**src/rtl/fft_twiddle_mul.sv**
```systemverilog
// ============================================================================
// Module   : fft_twiddle_mul
// Purpose  : Twiddle-multiply stage of the 8-point FFT datapath. Tags each
//            incoming complex sample with a 3-bit twiddle index, drives that
//            index to an external combinational twiddle ROM, multiplies the
//            sample by the returned Q2.7 coefficient, rounds half-up and
//            range-limits the product. Fixed 2-cycle latency, 1 sample/cycle.
// Ports    : clk                rising-edge clock
//            rst_n              asynchronous active-low reset
//            in_valid           sample present (no backpressure)
//            in_sof             first sample of a frame (with in_valid)
//            in_re, in_im       signed DW-bit sample
//            tw_addr            twiddle ROM address (combinational)
//            tw_re, tw_im       signed Q2.7 twiddle, same cycle as tw_addr
//            out_valid          result present
//            out_last           result carries index 7
//            out_re, out_im     signed OW-bit result
// Config   : FFT_TWMUL_SAT_EN   defined   -> clamp result to OW-bit range
//                               undefined -> keep low OW bits (wrap)
// Revision : 1.0  initial release
// ============================================================================
`default_nettype none

module fft_twiddle_mul #(
  parameter int DW = 9,
  parameter int OW = 9
) (
  input  logic                 clk,
  input  logic                 rst_n,
  input  logic                 in_valid,
  input  logic                 in_sof,
  input  logic signed [DW-1:0] in_re,
  input  logic signed [DW-1:0] in_im,
  output logic [2:0]           tw_addr,
  input  logic signed [9:0]    tw_re,
  input  logic signed [9:0]    tw_im,
  output logic                 out_valid,
  output logic                 out_last,
  output logic signed [OW-1:0] out_re,
  output logic signed [OW-1:0] out_im
);

  // Product, sum and rounded widths
  localparam int PW = DW + 10;
  localparam int SW = DW + 11;
  localparam int RW = DW + 4;

  localparam logic signed [SW-1:0] C_HALF = SW'(64);

  // ---------------------------------------------------------------------------
  // Index counter
  // ---------------------------------------------------------------------------
  logic [2:0] idx_q, idx_d;

  always_comb begin
    // in_sof forces index 0 for this sample; the count resumes from there
    tw_addr = in_sof ? 3'd0 : idx_q;
    idx_d   = idx_q;
    if (in_valid) begin
      idx_d = tw_addr + 3'd1;
    end
  end

  // ---------------------------------------------------------------------------
  // Stage 1: four partial products
  // ---------------------------------------------------------------------------
  logic signed [PW-1:0] p_rr_q, p_ii_q, p_ri_q, p_ir_q;
  logic signed [PW-1:0] p_rr_d, p_ii_d, p_ri_d, p_ir_d;
  logic                 v1_q, v1_d;
  logic                 l1_q, l1_d;

  always_comb begin
    p_rr_d = p_rr_q;
    p_ii_d = p_ii_q;
    p_ri_d = p_ri_q;
    p_ir_d = p_ir_q;
    l1_d   = l1_q;
    v1_d   = in_valid;
    if (in_valid) begin
      // Operands widened first so the full DW+10-bit product is kept
      p_rr_d = PW'(in_re) * PW'(tw_re);
      p_ii_d = PW'(in_im) * PW'(tw_im);
      p_ri_d = PW'(in_re) * PW'(tw_im);
      p_ir_d = PW'(in_im) * PW'(tw_re);
      l1_d   = (tw_addr == 3'd7);
    end
  end

  // ---------------------------------------------------------------------------
  // Stage 2: combine, round half-up, range-limit
  // ---------------------------------------------------------------------------
  logic signed [SW-1:0] re_s, im_s;
  logic signed [SW-1:0] re_rnd, im_rnd;
  logic signed [RW-1:0] re_sh, im_sh;
  logic signed [OW-1:0] re_lim, im_lim;

  always_comb begin
    re_s   = SW'(p_rr_q) - SW'(p_ii_q);
    im_s   = SW'(p_ri_q) + SW'(p_ir_q);
    re_rnd = re_s + C_HALF;
    im_rnd = im_s + C_HALF;
    // Dropping the 7 fractional bits is the arithmetic shift right by 7
    re_sh  = re_rnd[SW-1:7];
    im_sh  = im_rnd[SW-1:7];
  end

`ifdef FFT_TWMUL_SAT_EN
  localparam logic signed [RW-1:0] C_MAX = RW'((1 << (OW - 1)) - 1);
  localparam logic signed [RW-1:0] C_MIN = ~C_MAX;
  localparam logic signed [OW-1:0] C_OMAX = {1'b0, {(OW-1){1'b1}}};
  localparam logic signed [OW-1:0] C_OMIN = {1'b1, {(OW-1){1'b0}}};

  always_comb begin
    re_lim = re_sh[OW-1:0];
    im_lim = im_sh[OW-1:0];
    if (re_sh > C_MAX) begin
      re_lim = C_OMAX;
    end else if (re_sh < C_MIN) begin
      re_lim = C_OMIN;
    end
    if (im_sh > C_MAX) begin
      im_lim = C_OMAX;
    end else if (im_sh < C_MIN) begin
      im_lim = C_OMIN;
    end
  end

  logic unused_frac;
  assign unused_frac = ^{re_rnd[6:0], im_rnd[6:0]};
`else
  // Two's-complement wrap: keep only the low OW bits
  always_comb begin
    re_lim = re_sh[OW-1:0];
    im_lim = im_sh[OW-1:0];
  end

  logic unused_frac;
  assign unused_frac = ^{re_rnd[6:0], im_rnd[6:0], re_sh[RW-1:OW], im_sh[RW-1:OW]};
`endif

  logic                 out_valid_q, out_valid_d;
  logic                 out_last_q, out_last_d;
  logic signed [OW-1:0] out_re_q, out_re_d;
  logic signed [OW-1:0] out_im_q, out_im_d;

  always_comb begin
    out_valid_d = v1_q;
    out_last_d  = l1_q & v1_q;
    out_re_d    = out_re_q;
    out_im_d    = out_im_q;
    // Output data holds across gaps so the bus stays quiet
    if (v1_q) begin
      out_re_d = re_lim;
      out_im_d = im_lim;
    end
  end

  // ---------------------------------------------------------------------------
  // State registers
  // ---------------------------------------------------------------------------
  always_ff @(posedge clk or negedge rst_n) begin
    if (!rst_n) begin
      idx_q       <= 3'd0;
      p_rr_q      <= '0;
      p_ii_q      <= '0;
      p_ri_q      <= '0;
      p_ir_q      <= '0;
      v1_q        <= 1'b0;
      l1_q        <= 1'b0;
      out_valid_q <= 1'b0;
      out_last_q  <= 1'b0;
      out_re_q    <= '0;
      out_im_q    <= '0;
    end else begin
      idx_q       <= idx_d;
      p_rr_q      <= p_rr_d;
      p_ii_q      <= p_ii_d;
      p_ri_q      <= p_ri_d;
      p_ir_q      <= p_ir_d;
      v1_q        <= v1_d;
      l1_q        <= l1_d;
      out_valid_q <= out_valid_d;
      out_last_q  <= out_last_d;
      out_re_q    <= out_re_d;
      out_im_q    <= out_im_d;
    end
  end

  assign out_valid = out_valid_q;
  assign out_last  = out_last_q;
  assign out_re    = out_re_q;
  assign out_im    = out_im_q;

endmodule

`default_nettype wire
```
**config.mk**
```make
export PLATFORM = sky130hd
export DESIGN_NAME = fft_twiddle_mul
export DESIGN_NICKNAME = d
export VERILOG_FILES = /design/src/rtl/fft_twiddle_mul.sv
export SDC_FILE = /design/constraint.sdc
export NUM_CORES = 1
export LEC_CHECK = 0
export BUFFER_PORTS_ARGS = -buffer_cell sky130_fd_sc_hd__clkbuf_2
export CORE_ASPECT_RATIO = 0.6
export CORE_MARGIN = 2
export CORE_UTILIZATION = 59
export DETAILED_ROUTE_END_ITERATION = 8
export GPL_ROUTABILITY_DRIVEN = 0
export GPL_TIMING_DRIVEN = 0
export MAX_ROUTING_LAYER = met4
export PLACE_DENSITY = 0.88
export SLEW_MARGIN = 20
export SYNTH_ARGS = -nofsm -noshare
export SYNTH_HDL_FRONTEND = slang
export SYNTH_SLANG_ARGS = --single-unit
```
**constraint.sdc**
```tcl
create_clock -name clk -period 2.54 [get_ports clk]
set_clock_uncertainty 0.1 [all_clocks]
set_input_delay 0.508 -clock clk [delete_from_list [all_inputs] [get_ports clk]]
set_output_delay 0.508 -clock clk [all_outputs]
set_load 0.02 [all_outputs]
```
### Word level (Yosys, flattened, before mapping)

Index checks and enable logic that the tools add are counted.

* input bits: 42
* output and inout bits: 23
* word-level logic and storage cells: 23
* register bits: 89

* bitwise operators: 1
* add/sub/neg operators: 5
* multiplexer cells: 1
* $mul: 4
* eq/ne operators: 1

Operators by type and width (number)
* multiplier 9 x 10 -> 16 bit: 4
* adder 16 x 8 -> 16 bit (second input constant): 2
* adder 16 bit: 1
* subtractor 16 bit: 1
* adder 3 x 1 -> 3 bit (second input constant): 1
* equality test 3 bit (second input constant): 1
* 2-to-1 mux 3 bit: 1
* bitwise AND 1 bit: 1

### Logic depth before layout (Yosys ltp)

* word-level depth: 2
* gate-level depth with buffers: 21

### Least setup slack after synthesis

No wires, ideal clock.

* path type: input -> register
* start: input tw_re[7]
* end: register p_rr_q[15]
* setup slack: -2804 ps
* stages on the path: 19
* arrival time: 5163 ps
* setup time: 82 ps
* path buffers: 2
* cells stage by stage: clkbuf_1 -> clkbuf_1 -> nand2_1 -> fa_1 -> inv_1 -> fa_1 -> inv_1 -> fa_1 -> fa_1 -> inv_1 -> fa_1 -> ha_1 -> o21ai_0 -> a21boi_0 -> o21ai_0 -> a21boi_0 -> o2111ai_1 -> a31o_2 -> a31oi_1

* cells in the longest elaborated chain, start to end: 1

RTL lines
* start, declared: line 35 `input logic signed [9:0] tw_re,`
* multiplier 9 x 10 -> 16 bit: line 81 `p_rr_d = PW'(in_re) * PW'(tw_re);`
* end signal, assigned: line 176 `p_rr_q <= p_rr_d;`
* end, declared: line 67 `logic signed [PW-1:0] p_rr_q, p_ii_q, p_ri_q, p_ir_q;`

No other way between the ends.
A chain may end at the register's enable or synchronous reset.

### Final worst setup path

* start: input tw_im[5]
* end: register p_ii_q[13]

* cells in the longest elaborated chain, start to end: 1

RTL lines
* start, declared: line 36 `input logic signed [9:0] tw_im,`
* multiplier 9 x 10 -> 16 bit: line 82 `p_ii_d = PW'(in_im) * PW'(tw_im);`
* end signal, assigned: line 177 `p_ii_q <= p_ii_d;`
* end, declared: line 67

No other way between the ends.

==> metrics.cfg <==
[worst_setup_path]
startpoint_type=input port
rrSetupSlack_ps=-350
worstSetupPathType=in -> reg
crit_family=adder cells
slowest_delay_ps=560
r2r-end=out_re[5]
worstPathMaxFanout=4
critPathRequiredTime_ps=2670
cp_num_buf_inv=6
r2r_cells=10
crit_arrival_ps=5210
setup.worst_path.end_class=flip-flop
cpMaxStageDelayCell=fa_1
reg2reg_from=p_rr_q[3]
path_cells=clkbuf_16 > clkbuf_16 > buf_8 > nand2_4 > fa_1 > inv_2 > fa_1 > ha_1 > inv_2 > fa_1 > inv_2 > ha_4 > ha_4 > fa_2 > a21o_1 > a21oi_4 > o21bai_1 > a21oi_2 > o21bai_2 > a21oi_2 > xor2_2 > mux2i_1

[floorplan]
dieArea_sq_mm=0.02788
core-area_sq_mm=0.02625
start_util=0.5962
die_w_um=214.2
dieHeight_um=130.1
num_rows=46
io_pins=65

[synthesis]
synth_edf_count=0
ys_types=47
synth_area_per_cell_sq_um=9.629
synthCells=1625
synthArstFlopShare=1.000
synth_seq_cells=89
ys.flop_type=dfrtp_1
synth.area.top_cells=fa_1 (33%), ha_1 (15%), dfrtp_1 (14%)
synthesis.nets=2115
yosysWarnings=0
synth_area_sq_mm=0.01565
synth_top_area_frac=0.3326
ys_seq_area_frac=0.1423
yosysTopAreaCell=fa_1

[grt]
antenna_found_initial=3
grt_pass1_vias=14050
overflow=0
grt_pass1_wl_um=77180
grt_usage=0.3829
grt_max_degree=90

[min_path]
hp-class=in -> async

[clocking]
clock-sinks=89
clock_path_buffers=2
clk_latency_ps=370
ctsHtreeMaxLevel=3
cts_tree=built
cts.clk_slew.worst_paths_ps=70
cts-root-buf=clkbuf_16
cts_buffers=9

[layout]
final_cell_count_no_fill=2183
num-nets-final=2307
drive_gt1_frac=0.3163
synthToLayoutAreaGrowth_pct=32.57
seq_area_sq_mm=0.002227
multiInputGateArea_sq_mm=0.01387
final_cell_mix=inv_1 (248), fa_1 (243), and2_1 (146), nand2_1 (140), ha_1 (130)
fillerInstances=1406
final_common_cell=inv_1

[flow_run]
maxCapViolations=0

[sta]
tns_ps=-87290
relSlewSlack=0.3669
setup_slack_ps=-2538
period_needed_ps=5078
hold_viol=0
worst_slew_pin_slew_ps=949.7
maxSlewViolCount=0
setup_viol=59
period_share=1.999
rsz0062_at_grt=yes
fmax_mhz=196.9

[route]
routedWlPerCell_um=25.65
ant_nets=0
drt_wl_total_um=55980
drc=0
first_iter_violations=1383
vias=13310
firstDrtPassIters=7
via_per_inst=6.098

[pwr]
ir_drop_mv=1.383
p_per_area_mw_per_mm2=1385
total_leakage_power_nw=10.23

[place]
dp_slack_ps=-3140
io_buffers=51
placed_cells=2036
dp_hpwl_um=34780

[status]
violations=setup timing
status=complete, but fails checks

==> worst reg2reg max path, cell delays in order (launching register included) <==
cell and delay [ps]:
dfrtp_1 430, ha_4 270, ha_4 250, nor3_4 180, nor2_2 50, a2111o_1 450
and3_4 180, or3_4 380, a21oi_2 160, xnor2_1 70, mux2_4 250
==> power by group <==
group	internal, mW	switching, mW	total, mW
Combinational	11.6	13.0	24.6
Sequential	2.13	0.447	2.58
Clock	0.913	0.629	1.54
==> per-stage QoR <==
step / utilization / hold slack (ps) / power [mW] / area, sq um
global placement: 0.6617 / 273.7 / 19.06 / 17370
global route: 0.7904 / 151.8 / 30.29 / 20740
CTS: 0.7514 / 126.1 / 24.84 / 19720
finish: 0.7904 / 97.19 / 28.74 / 20740
detailed placement: 0.6620 / 281.2 / 19.90 / 17380
floorplan: - / 112.4 / 15.40 / 16660
==> synthesized netlist by cell type, drive strengths merged (21+ instances only) <==
master / instances
mux2: 49
nor2b: 28
nor2: 21
fa: 260
o21ai: 25
a21oi: 38
and2: 149
inv: 296
dfrtp: 89
clkbuf: 63
ha: 188
nand2: 193
xnor2: 84
==> registers in the layout, indices dropped and copies added, names as in the netlist <==
signal	cells
out_valid	1
out_valid_d	1
l1_q	1
out_im	9
out_last	1
p_ir_q	16
p_ri_q	16
p_ii_q	16
idx_q	3
p_rr_q	16
out_re	9
==> cell type report <==
class,count,area share
Clock inverter,4,0.003679
Sequential cell,89,0.1074
Multi-Input combinational cell,1173,0.6689
Antenna cell,2,0.0002413
Tap cell,360,0.02171
Buffer,66,0.04584
Clock buffer,11,0.01218
Timing Repair Buffer,182,0.08643
Inverter,296,0.05368
==> logic make-up after synthesis <==
group / synth area share
xor+xnor: 0.05317
mux: 0.03742
simple gates: 0.1458
fa+ha+maj: 0.4830
flops: 0.1423
buf+inv: 0.08708
compound gates: 0.05126
==> metal layers <==
| metal | GRT usage | wire length (um) | vias to the layer above | share of wire |
|---|---|---|---|---|
| met4 | 0.1597 | 3134 | 0 | 0.056 |
| met3 | 0.1529 | 7736 | 326 | 0.14 |
| met1 | 0.4456 | 19370 | 6677 | 0.35 |
| met5 | - | 0 | - | 0 |
| met2 | 0.5978 | 25740 | 904 | 0.46 |
| li1 | - | - | 5406 | - |
==> repair_timing <==
action / 4_1_cts / 5_1_grt
hold buffers: 0 / 0
endpoints found under the setup margin: 62 / 72
resized for setup: 245 / 161
cloned: 1 / 0
setup buffers: 87 / 52
pin swaps: 118 / 116
==> worst max path at each step <==
stage                     slack (ps)  cells after the start    endpoint  startpoint
after floorplan                -2310                     19  p_rr_q[15]    tw_re[7]
after global placement         -3040                     19  p_rr_q[15]    tw_re[8]
after detailed placement       -3140                     19  p_rr_q[15]    tw_re[8]
after CTS                      -2280                     19  p_ir_q[15]    in_im[6]
after global routing           -2590                     22  p_ii_q[13]    tw_im[5]
final                          -2540                     22  p_ii_q[13]    tw_im[5]
Note: power is estimated with default switching activity, not from simulation.
